$ cat config.mk
export PLATFORM = sky130hd
export DESIGN_NAME = irq_pending_ctrl
export DESIGN_NICKNAME = d
export VERILOG_FILES = /design/src/rtl/irq_pending_ctrl.sv
export SDC_FILE = /design/constraint.sdc
export NUM_CORES = 1
export LEC_CHECK = 0
export CAP_MARGIN = 20
export CORE_ASPECT_RATIO = 0.9
export CORE_UTILIZATION = 31
export DETAILED_ROUTE_END_ITERATION = 8
export PLACE_DENSITY_LB_ADDON = 0.2
export SYNTH_ARGS = -nofsm -noshare
export SYNTH_HDL_FRONTEND = slang
export SYNTH_SLANG_ARGS = --single-unit
$ cat constraint.sdc
create_clock -name clk -period 3.7 [get_ports clk]
set_clock_uncertainty 0.1 [all_clocks]
set_input_delay 0.74 -clock clk [delete_from_list [all_inputs] [get_ports clk]]
set_output_delay 0.74 -clock clk [all_outputs]
set_load 0.01 [all_outputs]
$ cat src/rtl/irq_pending_ctrl.sv
// Interrupt capture: synchronise request lines, latch rising edges into pending,
// and hold a masked snapshot for the priority encoder until the serviced index is acked.
module irq_pending_ctrl #(
  parameter int N           = 8,
  parameter int SYNC_STAGES = 2,
  parameter int ID_W        = 3
) (
  input  logic            clk,
  input  logic            rst,
  input  logic [N-1:0]    irq_in,
  input  logic [N-1:0]    mask,
  input  logic            glb_en,
  input  logic            ack,
  input  logic [ID_W-1:0] ack_id,
  input  logic            clr_lost,
  output logic [N-1:0]    req_vec,
  output logic            req_en,
  output logic            irq_valid,
  output logic [N-1:0]    pending,
  output logic [N-1:0]    lost
);

  typedef enum logic {IDLE, HOLD} state_t;

  state_t         state, state_nxt;
  logic [N-1:0]   sync_q [SYNC_STAGES];
  logic [N-1:0]   prev_q;
  logic [N-1:0]   rise;
  logic [N-1:0]   clr_vec;
  logic [N-1:0]   req_vec_nxt;
  logic           irq_valid_nxt;
  logic           ack_take;

  always_ff @(posedge clk or posedge rst) begin
    if (rst) begin
      for (int i = 0; i < SYNC_STAGES; i++) sync_q[i] <= '0;
      prev_q <= '0;
    end else begin
      sync_q[0] <= irq_in;
      for (int i = 1; i < SYNC_STAGES; i++) sync_q[i] <= sync_q[i-1];
      prev_q <= sync_q[SYNC_STAGES-1];
    end
  end

  assign rise     = sync_q[SYNC_STAGES-1] & ~prev_q;
  assign ack_take = (state == HOLD) && ack;

  // An out-of-range ack_id matches no bit, so it behaves like acking an empty line.
  always_comb begin
    clr_vec = '0;
    for (int k = 0; k < N; k++) begin
      if (ack_take && (ack_id == ID_W'(k))) clr_vec[k] = 1'b1;
    end
  end

  always_ff @(posedge clk or posedge rst) begin
    if (rst) begin
      pending <= '0;
      lost    <= '0;
    end else begin
      pending <= (pending & ~clr_vec) | rise;
      lost    <= (clr_lost ? '0 : lost) | (rise & pending & ~clr_vec);
    end
  end

  always_comb begin
    state_nxt     = state;
    req_vec_nxt   = req_vec;
    irq_valid_nxt = irq_valid;
    case (state)
      IDLE: begin
        if (glb_en && ((pending & mask) != '0)) begin
          state_nxt     = HOLD;
          req_vec_nxt   = pending & mask;
          irq_valid_nxt = 1'b1;
        end
      end
      HOLD: begin
        if (ack) begin
          state_nxt     = IDLE;
          req_vec_nxt   = '0;
          irq_valid_nxt = 1'b0;
        end
      end
      default: begin
        state_nxt     = IDLE;
        req_vec_nxt   = '0;
        irq_valid_nxt = 1'b0;
      end
    endcase
  end

  always_ff @(posedge clk or posedge rst) begin
    if (rst) begin
      state     <= IDLE;
      req_vec   <= '0;
      irq_valid <= 1'b0;
    end else begin
      state     <= state_nxt;
      req_vec   <= req_vec_nxt;
      irq_valid <= irq_valid_nxt;
    end
  end

  assign req_en = irq_valid;

endmodule

Yosys cells after proc, flatten, opt, wreduce, memory -nomap -nowiden
Cells that the tools add are included.
- word-level logic and storage cells: 58
- flip-flop bits (word level): 50
- input bits: 24
- output and inout bits: 26
- bitwise logic cells: 10
- reductions and logical operators: 13
- multiplexer cells: 18
- equality and inequality tests: 9
- operators with widths (operator ; count):
    8-bit bitwise AND ; 5
    8-bit two-way mux ; 3
    8-bit NOT ; 2
    8-bit bitwise OR ; 2
    8-bit one-hot mux with 2 select lines ; 1
    3-bit equality test, second input constant ; 4
    1-bit two-way mux ; 12
    1-bit logical AND ; 10
    8-bit nonzero test ; 1
    3-bit by 2-bit equality test with 1-bit output, second input constant ; 2
    2-bit inequality test, second input constant ; 2
    1-bit one-hot mux with 2 select lines ; 2
    3-bit by 1-bit equality test with 1-bit output, second input constant ; 1
    3-bit zero test ; 1
    2-bit AND reduction ; 1
    1-bit NOT ; 1

Logic depth before layout (Yosys ltp)
Gate-level depths: netlist of the first run.
- depth in word-level cells: 6
- mapped depth: 5
- gate-level depth less buffers: 4

Worst setup path after synthesis of the first run
OpenSTA, ideal clock, no wires.
- path kind: input-to-reg
- start: in mask[5]
- end: reg irq_valid
- setup slack: 2.071 ns
- setup time: 0.121 ns
- cell stages on the path: 4
- required time: 3.479 ns
- data arrival time: 1.408 ns
- cells stage by stage: a22oi_1 and3_4 a21boi_4 a22o_1
- longest elaborated chain between the ends: 5
- ends and longest elaborated chain (element ; RTL line ; RTL):
    start, declared ; 11 ; input logic [N-1:0] mask,
    8-bit bitwise AND ; 72 ; if (glb_en && ((pending & mask) != '0)) begin
    8-bit nonzero test ; 72 ;
    1-bit logical AND ; 72 ;
    2-bit inequality test (no source line) ; -- ;
    2-bit AND reduction (no source line) ; -- ;
    end signal, assigned ; 101 ; irq_valid <= irq_valid_nxt;
    end, declared ; 18 ; output logic irq_valid,
Every way passes these cells.
A chain may end at the register's enable or synchronous reset.

Worst setup path in the final report of the first run
- start: reg pending[0]
- end: out pending[0]
- RTL lines (element ; RTL line ; RTL):
    start, declared ; 19 ; output logic [N-1:0] pending,
    start signal, assigned ; 61 ; pending <= (pending & ~clr_vec) | rise;
No word-level cell between the ends.

==> results of run 1 <==
-- layout make-up --
class	count	area share, %
Multi-Input combinational cell	88	20.53
Clock inverter	2	0.6510
Sequential cell	50	50.08
Inverter	10	1.502
Timing Repair Buffer	50	20.43
Clock buffer	6	3.305
Tap cell	70	3.505
-- cells in the final DEF, fill, tap and decap left out --
master,Yosys,final
nand3_2,1,1
nand2_2,1,1
nor3b_1,2,2
a22o_1,1,1
a21boi_4,1,1
nand2b_1,11,11
nor2_1,6,6
inv_6,0,1
a21o_1,1,1
o31ai_4,1,1
clkbuf_8,0,6
o21bai_1,1,1
o31ai_2,1,1
a22oi_1,2,2
o21ai_1,8,8
buf_12,0,1
nor2b_1,1,1
a21oi_1,8,8
nand2_1,21,21
nand4_1,2,2
dfrtp_1,50,50
o21ai_0,4,4
o22ai_1,8,8
and3_4,2,2
inv_1,10,9
clkdlybuf4s50_1,0,49
clkinvlp_4,0,1
nand3_1,4,4
or2_4,1,1
inv_2,0,1
-- stage by stage --
stage,hold WS [ps],cell area (sq um)
6_report,245.8,2499
5_1_grt,264.3,2499
4_1_cts,255.0,2479
3_5_place_dp,234.7,2380
3_3_place_gp,231.8,2380
2_1_floorplan,231.2,1829
-- registers in the layout (all words and copies together), names as in the netlist --
register	cells
sync_q	16
state	1
prev_q	8
req_vec	8
pending	8
lost	8
irq_valid	1
-- metal layers --
layer | track usage [%] | vias up | share of wire [%] | routed length (um)
met5 | 0 | - | 0 | 0
met4 | 6.897 | 0 | 2.2 | 80
met3 | 4.605 | 8 | 7.7 | 282
met2 | 17.94 | 49 | 41 | 1507
met1 | 17.96 | 603 | 49 | 1799
li1 | - | 623 | - | -
-- power breakdown --
| group | switching, mW | leakage (nW) | total (mW) | internal (mW) |
|---|---|---|---|---|
| logic | 0.0903 | 0.428 | 0.204 | 0.114 |
| clock network | 0.187 | 0.0478 | 0.341 | 0.154 |
| registers | 0.0362 | 0.579 | 0.629 | 0.593 |
-- path summary, 6_finish.rpt --
check / endpoint / start
setup / recovery: pending[0] / pending[0]$_DFF_PP0_
hold / removal: sync_q[0]$_DFF_PP0_ / sync_q[8]$_DFF_PP0_
setup reg to reg: req_vec[1]$_DFFE_PP0P_ / state$_DFF_PP0_
hold reg to reg: sync_q[0]$_DFF_PP0_ / sync_q[8]$_DFF_PP0_
max in group asynchronous: req_vec[3]$_DFFE_PP0P_ / rst
min in group asynchronous: sync_q[13]$_DFF_PP0_ / rst
-- logic make-up (layout without fill, tap and decap cells) --
family,after synthesis,in the layout
compound gates,36,36
buf+inv,15,68
flops,50,50
simple gates,52,52
==> out/results.tsv, run 1 <==
stage	metric	value	unit
outcome	status	completed	
finish	area growth from synthesis to layout	36.59	%
yosys	asr flop ratio synth	100.0	%
yosys	Synth Flop Type	dfrtp_1	
yosys	largest family of logic cells by synthesized area	simple AND/OR/NAND/NOR gates	
yosys	most instantiated cells after synthesis	dfrtp_1 (50), nand2_1 (21), nand2b_1 (11), inv_1 (10)	
yosys	Seq/Total Area, Yosys	68.40	%
power_and_ir_drop	worst vdd ir	0.0002287	V
sta	Final Slew Violations	0	
sta	FMAX	464.0	MHz
yosys	top-count cell post-synth	dfrtp_1	
clocking	total CTS buffers	5	
detailed_routing	post-route ant nets	0	
finish	Finished Core Util	43.89	%
global_route	global-route wire length before repair	6030	um
job	maxcap violations	0	
critical_path	crit path kind	flop to output pin	
clocking	post-cts gate resize count	0	
finish	nets	229	
detailed_routing	Wirelength per Cell	13.30	um
critical_path	Top Family by Delay on Critical Path	buffers and inverters	
yosys	Cell Area, Synth	1829	sq um
die	Initial Util	32.13	%
clocking	TritonCTS Sinks	50	
critical_path	R2R depth	4	
yosys	synth unique cells	28	
die	Core ar.	5693	sq um
yosys	Syn Inst Count	153	
clocking	Hold Buf Count CTS	0	
sta	final hold vios	0	
placed_design	Detail Placement HPWL	2591	um
power_and_ir_drop	total power	1.174	mW
yosys	Compound-Gate Fraction of Synth Area	13.20	%
detailed_routing	DR vias	1283	
placed_design	Post-Place Cells	267	
global_route	initial antenna violation count	0	
die	# IOs	50	
critical_path	Crit-path slowest cell	clkdlybuf4s50_1	
critical_path	R2R Setup Slk	2110	ps
finish	Layout Cells excl Fill	276	
placed_design	IO buf count	49	
clocking	Post CTS Setup Buffer Count	0	
sta	setup ws final	1545	ps
clocking	htree depth	2	
sta	endpoints failing setup	0	
global_route	vias in the first global route	1186	
yosys	EDFF count, synth	0	
yosys	top cell type by total area after synthesis	dfrtp_1	
finish	FF+latch area	1251	sq um
global_route	largest net degree at the start of global routing	51	
die	Row Count	26	
finish	# diodes	0	
detailed_routing	TritonRoute pass-1 iters	4	
finish	share of layout cells above drive strength 1	8.738	%
global_route	GRT overflow	0	
die	Die W	82.97	um
worst_hold_path	Hold Crit Class	flop to flop	
yosys	XOR/XNOR share of the synthesized area	0	%
critical_path	Worst Setup End Kind	output pin	
finish	fillcell total	545	
sta	RSZ-0062 raised after global routing	no	
detailed_routing	DRC	0	
detailed_routing	WL final	3670	um
sta	fin crit period	2155	ps
critical_path	CP required	2860	ps
global_route	GRT Total Usage	12.96	%
clocking	Clk pin slew, worst setup/hold paths	90	ps
critical_path	crit path cell chain	clkdlybuf4s50_1	
die	DIE HEIGHT	74.88	um
clocking	maximum clock path buffer count	2	
power_and_ir_drop	Leakage	1.055	nW
die	die area	6212	sq um
sta	setup tns final	0	ps
clocking	Clk Latency, worst-skew pair	310	ps
clocking	clock root buffer master	clkbuf_8	
yosys	simple-gate share of the synthesized area	14.84	%
yosys	register bit total from synthesis	50	
placed_design	GPL Wtd Cong	0.7866	
yosys	Synth top area share	68.40	%
power_and_ir_drop	Pwr Density	470.1	nW/um^2
critical_path	Crit path depth	1	
yosys	Area contributors post-synth	dfrtp_1 (68%), nand2_1 (4.3%), nand2b_1 (3.8%)	
sta	worst slew pin tran	500.3	ps
detailed_routing	Iter 0 DRT Violations	50	
yosys	syn_area_per_cell	11.96	sq um
critical_path	CP arrival	1320	ps
critical_path	startpoint types	flop	
yosys	post-synthesis adder-cell area fraction	0	%
yosys	proportion of synthesized area in mux cells	0	%
placed_design	pre-CTS worst setup slack	1512	ps
sta	Slew headroom	66.58	%
worst_hold_path	Hold Crit Depth	0	
critical_path	slowest stage delay, CP	570	ps
clocking	CTS tree	built	
sta	fin crit share	58.25	%
yosys	Mapped Nets	177	
critical_path	maximum fanout along the worst path	3	
detailed_routing	vias per inst	4.649	
critical_path	CP bufs+invs	1	
finish	multi-input logic area	513.0	sq um
yosys	Ys Warns	0	
Note: power is estimated with default switching activity, not from simulation.
==> run 2, diff against run 1 <==
==> constraint.sdc (replaced) <==
create_clock -name clk -period 2.1 [get_ports clk]
set_clock_uncertainty 0.1 [all_clocks]
set_input_delay 0.42 -clock clk [delete_from_list [all_inputs] [get_ports clk]]
set_output_delay 0.42 -clock clk [all_outputs]
set_load 0.01 [all_outputs]
==> out/results.tsv, run 2 (synthesis gave the netlist of run 1 again) <==
stage	metric	value	unit	change
outcome	status	completed		unchanged
clocking	Clk Latency, worst-skew pair	300	ps	was 310 ps
placed_design	pre-CTS worst setup slack	208.1	ps	was 1512 ps
clocking	Post CTS Setup Buffer Count	0		unchanged
global_route	met3 Usage GRT	4.934	%	was 4.605%
finish	nets	230		was 229
sta	RSZ-0062 raised after global routing	no		unchanged
critical_path	Crit path depth	1		unchanged
die	Initial Util	32.13	%	unchanged
worst_hold_path	Hold Crit Class	flop to flop		unchanged
placed_design	GPL Wtd Cong	0.8294		was 0.7866
global_route	GRT Total Usage	13.17	%	was 12.96%
job	maxcap violations	0		unchanged
detailed_routing	vias per inst	4.776		was 4.649
clocking	TritonCTS Sinks	50		unchanged
sta	endpoints failing setup	0		unchanged
critical_path	CP bufs+invs	1		unchanged
detailed_routing	Iter 0 DRT Violations	100		was 50
finish	multi-input logic area	513.0	sq um	unchanged
finish	Biggest register	sync_q		unchanged
global_route	global-route wire length before repair	6134	um	was 6030 um
global_route	GRT overflow	0		unchanged
power_and_ir_drop	Leakage	1.083	nW	was 1.055 nW
die	DIE HEIGHT	74.88	um	unchanged
power_and_ir_drop	Pwr Density	900.8	nW/um^2	was 470.1 nW/um^2
sta	setup tns final	0	ps	unchanged
finish	commonest non-fill, non-tap cells in the layout	dfrtp_1 (50), clkdlybuf4s50_1 (49), nand2_1 (21)		unchanged
detailed_routing	DRC	0		unchanged
finish	most common cell after layout, fill and taps aside	dfrtp_1		unchanged
sta	Final Slew Violations	0		unchanged
global_route	routing usage on met1	17.35	%	was 17.96%
sta	worst slew pin tran	553.5	ps	was 500.3 ps
detailed_routing	Wirelength per Cell	13.98	um	was 13.30 um
sta	FMAX	549.7	MHz	
power_and_ir_drop	worst vdd ir	0.0004246	V	was 0.0002287 V
detailed_routing	WL final	3872	um	was 3670 um
die	Row Count	26		unchanged
detailed_routing	DR vias	1323		was 1,283
critical_path	Top Family by Delay on Critical Path	buffers and inverters		unchanged
finish	Largest register FFs	16		unchanged
detailed_routing	TritonRoute pass-1 iters	4		unchanged
sta	setup ws final	280.8	ps	was 1545 ps
critical_path	Worst Setup End Kind	output pin		unchanged
clocking	post-cts gate resize count	0		unchanged
critical_path	startpoint types	flop		unchanged
finish	area growth from synthesis to layout	39.40	%	was 36.59%
critical_path	CP required	1580	ps	was 2860 ps
sta	fin crit period	1819	ps	
global_route	largest net degree at the start of global routing	51		unchanged
global_route	initial antenna violation count	0		unchanged
placed_design	IO buf count	49		unchanged
clocking	clock root buffer master	clkbuf_8		unchanged
global_route	M2 GR Usage	20.58	%	was 17.94%
critical_path	slowest stage delay, CP	570	ps	about the same
placed_design	Detail Placement HPWL	2790	um	was 2591 um
die	Core ar.	5693	sq um	unchanged
clocking	Clk pin slew, worst setup/hold paths	90	ps	about the same
critical_path	maximum fanout along the worst path	3		unchanged
clocking	CTS tree	built		unchanged
finish	fillcell total	523		was 545
critical_path	R2R depth	4		unchanged
clocking	Hold Buf Count CTS	0		unchanged
sta	fin crit share	86.63	%	
clocking	maximum clock path buffer count	2		unchanged
die	# IOs	50		unchanged
global_route	busiest grt layer	met2		was met1
clocking	htree depth	2		unchanged
finish	FF+latch area	1251	sq um	unchanged
detailed_routing	post-route ant nets	0		unchanged
worst_hold_path	Hold Crit Depth	0		unchanged
sta	Slew headroom	63.03	%	was 66.58%
critical_path	crit path cell chain	clkdlybuf4s50_1		unchanged
critical_path	CP arrival	1300	ps	was 1320 ps
critical_path	crit path kind	flop to output pin		unchanged
clocking	total CTS buffers	5		unchanged
sta	final hold vios	0		unchanged
die	die area	6212	sq um	unchanged
global_route	vias in the first global route	1215		was 1,186
finish	# diodes	0		unchanged
die	Die W	82.97	um	unchanged
critical_path	Crit-path slowest cell	clkdlybuf4s50_1		unchanged
finish	share of layout cells above drive strength 1	9.179	%	was 8.738%
==> run 2: cell count changes in the layout (fill, tap and decap cells not counted), sizes merged <==
| cell | before | now |
|---|---|---|
| clkinvlp | 1 | 0 |
| bufinv | 0 | 2 |
| inv | 11 | 10 |
| buf | 1 | 2 |
==> run 2: metal layers <==
metal	wire length [um]	vias to the layer above
met5	0	-
met4	48	0
met3	246	6
met2	1809	50
met1	1766	650
li1	-	617
==> run 2: cell type report <==
cell class              instances  area share, %
well taps                      70          3.435
flip-flops and latches         50          49.07
clock buffers                   6          3.238
inverters                      10          1.472
multi-input cells              88          20.12
repair buffers                 51          20.31
clock inverters                 2          2.355
==> run 2: per-stage QoR <==
| stage | cells | hold slack [ps] | utilization, % | instance area, sq um | power [mW] |
|---|---|---|---|---|---|
| 6_report | 277 | 253.3 | 44.79 | 2550 | 2.297 |
| 5_1_grt | 277 | 262.4 | 44.79 | 2550 | 2.408 |
| 4_1_cts | 277 | 257.4 | 44.79 | 2550 | 2.332 |
| 3_5_place_dp | 269 | 235.8 | 42.29 | 2407 | 1.501 |
| 3_3_place_gp | 269 | 232.1 | 42.29 | 2407 | 1.498 |
| 2_1_floorplan | 153 | 231.2 | - | 1829 | 1.283 |
==> run 2: final timing paths <==
check | to | slack [ps] | start
hold reg to reg | sync_q[2]$_DFF_PP0_ | 250 | sync_q[10]$_DFF_PP0_
setup reg to reg | req_vec[0]$_DFFE_PP0P_ | 650 | state$_DFF_PP0_
hold / removal | sync_q[2]$_DFF_PP0_ | 250 | sync_q[10]$_DFF_PP0_
setup / recovery | pending[0] | 280 | pending[0]$_DFF_PP0_
max in group asynchronous | req_vec[5]$_DFFE_PP0P_ | 1310 | rst
min in group asynchronous | sync_q[10]$_DFF_PP0_ | 360 | rst
==> run 2: report_power, final <==
group          switching (mW)  total [mW]  internal, mW
logic                   0.167       0.372         0.205
registers              0.0608        1.11          1.04
clock network           0.312       0.820         0.508
total                   0.540        2.30          1.76
==> run 3, diff against run 2 <==
--- a/config.mk
+++ b/config.mk
@@ -5,11 +5,11 @@
 export SDC_FILE = /design/constraint.sdc
 export NUM_CORES = 1
 export LEC_CHECK = 0
-export CAP_MARGIN = 20
 export CORE_ASPECT_RATIO = 0.9
 export CORE_UTILIZATION = 31
 export DETAILED_ROUTE_END_ITERATION = 8
 export PLACE_DENSITY_LB_ADDON = 0.2
+export SKIP_LAST_GASP = 1
 export SYNTH_ARGS = -nofsm -noshare
 export SYNTH_HDL_FRONTEND = slang
 export SYNTH_SLANG_ARGS = --single-unit
==> results of run 3 <==
The final DEF is identical to that of run 2; final timing and power are the same.
